$ cat src/rtl/fifo_param_if.sv
// Producer/consumer bundle for fifo_param: write/read handshake, data and status flags.
// The FIFO owns the slave side; whoever drives push/pop/data_in uses master.
interface fifo_param_if #(
  parameter int WIDTH = 8,
  parameter int DEPTH = 4
);
  localparam int CW = $clog2(DEPTH) + 1;

  logic             push;
  logic             pop;
  logic [WIDTH-1:0] data_in;
  logic [WIDTH-1:0] data_out;
  logic [CW-1:0]    count;
  logic             fifo_full;
  logic             fifo_empty;
  logic             almost_full;
  logic             almost_empty;
  logic             overflow;
  logic             underflow;

  modport master (
    output push, pop, data_in,
    input  data_out, count, fifo_full, fifo_empty, almost_full, almost_empty,
           overflow, underflow
  );

  modport slave (
    input  push, pop, data_in,
    output data_out, count, fifo_full, fifo_empty, almost_full, almost_empty,
           overflow, underflow
  );
endinterface

$ cat src/rtl/fifo_param.sv
// Parametrised circular-buffer FIFO with occupancy count, threshold flags and error pulses.
// FIFO_FWFT_EN selects first-word fall-through output; default is a registered 1-cycle read.
module fifo_param #(
  parameter int WIDTH    = 8,
  parameter int DEPTH    = 4,
  parameter int AF_LEVEL = DEPTH - 1,
  parameter int AE_LEVEL = 1
) (
  input  logic          clk,
  input  logic          reset,
  fifo_param_if.slave   bus
);
  localparam int PW = $clog2(DEPTH);
  localparam int CW = PW + 1;

  logic [WIDTH-1:0] mem_q [DEPTH];
  logic [PW-1:0]    wr_ptr_q, wr_ptr_d;
  logic [PW-1:0]    rd_ptr_q, rd_ptr_d;
  logic [CW-1:0]    count_q, count_d;
  logic             overflow_q, overflow_d;
  logic             underflow_q, underflow_d;
  logic             push_ok, pop_ok;
  logic             full, empty;

  // Status is decoded from registered count only, so no path from push/pop.
  assign full  = (count_q == CW'(DEPTH));
  assign empty = (count_q == '0);

  always_comb begin
    push_ok     = bus.push & (~full | bus.pop);
    pop_ok      = bus.pop & ~empty;
    wr_ptr_d    = wr_ptr_q + PW'(push_ok);
    rd_ptr_d    = rd_ptr_q + PW'(pop_ok);
    count_d     = count_q;
    if (push_ok && !pop_ok)      count_d = count_q + CW'(1);
    else if (pop_ok && !push_ok) count_d = count_q - CW'(1);
    overflow_d  = bus.push & ~push_ok;
    underflow_d = bus.pop & ~pop_ok;
  end

  always_ff @(posedge clk) begin
    if (reset) begin
      wr_ptr_q    <= '0;
      rd_ptr_q    <= '0;
      count_q     <= '0;
      overflow_q  <= 1'b0;
      underflow_q <= 1'b0;
    end else begin
      wr_ptr_q    <= wr_ptr_d;
      rd_ptr_q    <= rd_ptr_d;
      count_q     <= count_d;
      overflow_q  <= overflow_d;
      underflow_q <= underflow_d;
    end
  end

  // Storage is never cleared; a reset only forgets it by zeroing the pointers.
  always_ff @(posedge clk) begin
    if (push_ok && !reset) mem_q[wr_ptr_q] <= bus.data_in;
  end

`ifdef FIFO_FWFT_EN
  assign bus.data_out = empty ? '0 : mem_q[rd_ptr_q];
`else
  logic [WIDTH-1:0] data_out_q, data_out_d;

  // Holds on idle cycles and on a rejected pop.
  always_comb begin
    data_out_d = data_out_q;
    if (pop_ok) data_out_d = mem_q[rd_ptr_q];
  end

  always_ff @(posedge clk) begin
    if (reset) data_out_q <= '0;
    else       data_out_q <= data_out_d;
  end

  assign bus.data_out = data_out_q;
`endif

  assign bus.count        = count_q;
  assign bus.fifo_full    = full;
  assign bus.fifo_empty   = empty;
  assign bus.almost_full  = (count_q >= CW'(AF_LEVEL));
  assign bus.almost_empty = (count_q <= CW'(AE_LEVEL));
  assign bus.overflow     = overflow_q;
  assign bus.underflow    = underflow_q;
endmodule

$ cat src/flat_wrapper.sv
// flat-port wrapper written by rule: the top's interface ports become plain ports
module fifo_param_flat 
#(
  parameter int WIDTH    = 8,
  parameter int DEPTH    = 4,
  parameter int AF_LEVEL = DEPTH - 1,
  parameter int AE_LEVEL = 1
)
  (clk, reset, bus_push, bus_pop, bus_data_in, bus_data_out, bus_count, bus_fifo_full, bus_fifo_empty, bus_almost_full, bus_almost_empty, bus_overflow, bus_underflow);
  fifo_param_if #(.WIDTH(WIDTH), .DEPTH(DEPTH)) bus_i ();
  input  logic clk;
  input  logic reset;
  input wire logic [$bits(bus_i.push)-1:0] bus_push;
  input wire logic [$bits(bus_i.pop)-1:0] bus_pop;
  input wire logic [$bits(bus_i.data_in)-1:0] bus_data_in;
  output wire logic [$bits(bus_i.data_out)-1:0] bus_data_out;
  output wire logic [$bits(bus_i.count)-1:0] bus_count;
  output wire logic [$bits(bus_i.fifo_full)-1:0] bus_fifo_full;
  output wire logic [$bits(bus_i.fifo_empty)-1:0] bus_fifo_empty;
  output wire logic [$bits(bus_i.almost_full)-1:0] bus_almost_full;
  output wire logic [$bits(bus_i.almost_empty)-1:0] bus_almost_empty;
  output wire logic [$bits(bus_i.overflow)-1:0] bus_overflow;
  output wire logic [$bits(bus_i.underflow)-1:0] bus_underflow;
  assign bus_i.push = bus_push;
  assign bus_i.pop = bus_pop;
  assign bus_i.data_in = bus_data_in;
  assign bus_data_out = bus_i.data_out;
  assign bus_count = bus_i.count;
  assign bus_fifo_full = bus_i.fifo_full;
  assign bus_fifo_empty = bus_i.fifo_empty;
  assign bus_almost_full = bus_i.almost_full;
  assign bus_almost_empty = bus_i.almost_empty;
  assign bus_overflow = bus_i.overflow;
  assign bus_underflow = bus_i.underflow;
  fifo_param #(.WIDTH(WIDTH), .DEPTH(DEPTH), .AF_LEVEL(AF_LEVEL), .AE_LEVEL(AE_LEVEL)) u_core (.clk(clk), .reset(reset), .bus(bus_i));
endmodule
$ cat config.mk
export PLATFORM = sky130hd
export DESIGN_NAME = fifo_param_flat
export DESIGN_NICKNAME = d
export VERILOG_FILES = /design/src/rtl/fifo_param_if.sv /design/src/rtl/fifo_param.sv /design/src/flat_wrapper.sv
export SDC_FILE = /design/constraint.sdc
export NUM_CORES = 1
export LEC_CHECK = 0
export BUFFER_PORTS_ARGS = -buffer_cell sky130_fd_sc_hd__buf_2
export CORE_MARGIN = 2
export CORE_UTILIZATION = 45
export CTS_BUF_LIST = sky130_fd_sc_hd__clkbuf_8
export DETAILED_ROUTE_END_ITERATION = 12
export PLACE_DENSITY = 0.64
export REMOVE_ABC_BUFFERS = 1
export SKIP_LAST_GASP = 1
export SLEW_MARGIN = 20
export SYNTH_ARGS = -nofsm -noshare
export SYNTH_HDL_FRONTEND = slang
export SYNTH_SLANG_ARGS = --single-unit
$ cat constraint.sdc
create_clock -name clk -period 3.4 [get_ports clk]
set_input_delay 0.68 -clock clk [delete_from_list [all_inputs] [get_ports clk]]
set_output_delay 0.68 -clock clk [all_outputs]
set_load 0.02 [all_outputs]
==> results by group <==
Status
  – Status: finished, final reports clean

Final layout
  – Register Area: 1300 um2
  – Layout filler cell count: 378
  – Layout cells sized above 1: 27.4%
  – Nets: 187
  – Area of the multi-input gates: 606 um2
  – Layout Cells excl Fill: 220
  – N_diodes: 0
  – Area delta synth->final: 15.6%

Clock network
  – Clock Pin Slew Worst Setup and Hold Paths: 0.09 ns
  – Post-CTS sizing: 0
  – Post-CTS setup buffer count: 0
  – # clock sinks: 49
  – CTS root buf: clkbuf_8
  – Post-CTS Hold Buffers: 0
  – TritonCTS Buffers: 5
  – Worst-Skew Late Latency: 0.30 ns
  – H-tree levels: 2
  – Bufs on Longest Clock Path: 2
  – CTS tree: yes

Floorplanning
  – Die Area: 4910 um2
  – Die width: 70.1 um
  – Initial Util: 46.0%
  – Core ar.: 4260 um2
  – Ports: 29
  – # rows: 24
  – Die height: 70.1 um

Synth
  – Most frequently used flop master after synthesis: edfxtp_1
  – Synth warn: 0
  – Post-Syn Area: 1960 um2
  – Cells after Synth: 135
  – Unique cell type count in the Yosys netlist: 24
  – Register bit total from synthesis: 49
  – Synth area leaders: edfxtp_1 49%, dfxtp_1 17%, mux4_2 9.2%
  – Area leader, netlist: edfxtp_1
  – Number of synthesized flops with an enable pin: 32
  – Synth Area per Inst: 14.5 um2
  – Cell with the most instances after synthesis: edfxtp_1
  – Commonest cells post-synth: 32 x edfxtp_1, 17 x dfxtp_1, 10 x a21oi_1, 10 x o21ai_0
  – Post-synth ARST share: 0%
  – Seq/Total Area, Yosys: 66.3%
  – Top cell type's share of synthesized area: 48.9%

Timing
  – Tightest Pin Transition: 0.559 ns
  – Max Clock Skew: 0.00503 ns
  – Final Hold Vio Count: 0
  – Slew Limit Fails: 0
  – Min cycle time layout: 2.45 ns
  – RSZ-0062 raised after global routing: false
  – Fmax achieved: 0.408 GHz
  – Setup tns final: 0 ns
  – Slew margin rel.: 62.6%
  – Final Setup Violations: 0
  – Crit share post-route: 72.0%

GRT
  – First-pass GRT wire length: 5270 um
  – Largest net degree at the start of global routing: 18
  – GR Overflow Total: 0
  – Initial antenna violation count: 0
  – Total Routing Usage GR: 14.4%
  – Vias in the first global route: 1,089

Worst setup path
  – Crit Reg-Reg Endpoint: u_core.bus.count[2]
  – Data required, critical path: 2.72 ns
  – R2R cell count: 7
  – Setup crit start kind: flop
  – CP Capture Type: primary output
  – Critical R2R Launch: u_core.bus.count[0]
  – Reg2Reg Setup Slack: 1.39 ns
  – Kind of critical path: reg -> out
  – Worst Path Max Fanout: 11
  – WP data arrival: 1.77 ns

Power
  – LEAKAGE: 0.859 nW
  – P per Cell Area: 796 nW/um2
  – Peak VDD IR: 0.361 mV

Route
  – Vias per inst: 5.15
  – Remaining antenna violation count: 0
  – Residual DRC count: 0
  – Vias: 1,133
  – Wire per inst: 14.5 um
  – First-pass DRT Iterations: 4
  – Total wire length after detailed routing: 3190 um
  – Iter 0 DRT Violations: 62

Place
  – Gpl congestion: 0.733
  – Number of buffers added on ports: 28
  – Placed Cells: 212
  – Hpwl dp: 2280 um

Worst hold path
  – Worst hold path type: reg -> reg
  – End point of the worst hold path: u_core.bus.data_out[7]
  – Hold Path Cell Cnt: 2
  – Min-delay src: u_core.bus.data_out[7]

Run
  – Max-Cap Viols: 0
## critical path, stage by stage (launching register included)
cell and delay [ns]:
dfxtp_1 0.43, inv_1 0.12, ha_1 0.24, nand2b_1 0.28, inv_1 0.20, buf_2 0.20
## kinds of logic after synthesis
| group | synth area share, % |
|---|---|
| compound gates | 5.48 |
| flops | 66.3 |
| buf+inv | 2.87 |
| xor+xnor | 1.78 |
| simple gates | 8.80 |
| fa+ha+maj | 5.10 |
| mux | 9.69 |
## metal layers
layer  routed length (um)  global-route usage, %  up-vias
met1                 1450                   18.7      538
met2                 1510                   22.5       29
li1                     -                      -      558
met4                   63                   6.41        0
met3                  160                   4.47        8
met5                    0                      0        -
## worst max-delay path by stage
stage,start,endpoint,slack (ns)
after detailed placement,u_core.bus.count[0],bus_fifo_empty,1.29
after floorplan,u_core.bus.count[0],u_core.mem_q[2][0],1.26
after CTS,u_core.bus.count[0],bus_fifo_empty,0.94
after global routing,u_core.bus.count[0],bus_fifo_empty,0.76
after global placement,u_core.bus.count[0],bus_fifo_empty,1.36
final,u_core.bus.count[0],bus_fifo_empty,0.95
## area by class of cell
cell class                 instances  share of cell area (%)
clock buffer                       5                    3.03
clock inverter                     3                    1.88
inverter                           6                   0.993
multi-input combinational         74                    26.7
sequential                        49                    57.4
tap                               52                    2.87
timing repair buffer              31                    7.17
## layout by cell type, fill, tap and decap left out, drive strengths merged
cell	Yosys	routed
edfxtp	32	32
buf	4	31
dfxtp	17	17
o21ai	10	10
a21oi	10	10
mux4	8	8
nand3	8	8
ha	8	8
inv	6	8
nor2	7	7
nor2b	5	5
clkbuf	2	5
nor3b	3	3
xnor2	3	3
nand2	2	2
and2	2	2
nor3	2	2
nand2b	1	1
nand3b	1	1
and4	1	1
o21bai	1	1
mux2i	1	1
xor2	1	1
bufinv	0	1
## state kept, by name (all words and copies together) (netlist names)
signal	count
u_core.mem_q	32
u_core.bus.data_out	8
u_core.bus.count	3
u_core.rd_ptr_q	2
u_core.wr_ptr_q	2
u_core.bus.overflow	1
u_core.bus.underflow	1
## stage by stage
| step | util (%) | power (mW) | hold WS (ns) | worst slack (ns) | instance area, um2 |
|---|---|---|---|---|---|
| 6_report | 53.2 | 1.81 | 0.481 | 0.952 | 2270 |
| 5_1_grt | 53.2 | 1.93 | 0.505 | 0.765 | 2270 |
| 4_1_cts | 53.2 | 1.83 | 0.483 | 0.942 | 2270 |
| 3_5_place_dp | 50.6 | 1.42 | 0.471 | 1.29 | 2160 |
| 3_3_place_gp | 50.6 | 1.40 | 0.467 | 1.36 | 2160 |
| 2_1_floorplan | - | 1.24 | 0.533 | 1.26 | 1930 |
## report_power, final
| part | leakage (nW) | switching, mW | internal (mW) |
|---|---|---|---|
| registers | 0.430 | 0.0798 | 0.712 |
| logic | 0.369 | 0.349 | 0.259 |
| clock network | 0.0599 | 0.188 | 0.219 |
Power figures use the tool's default switching activity.
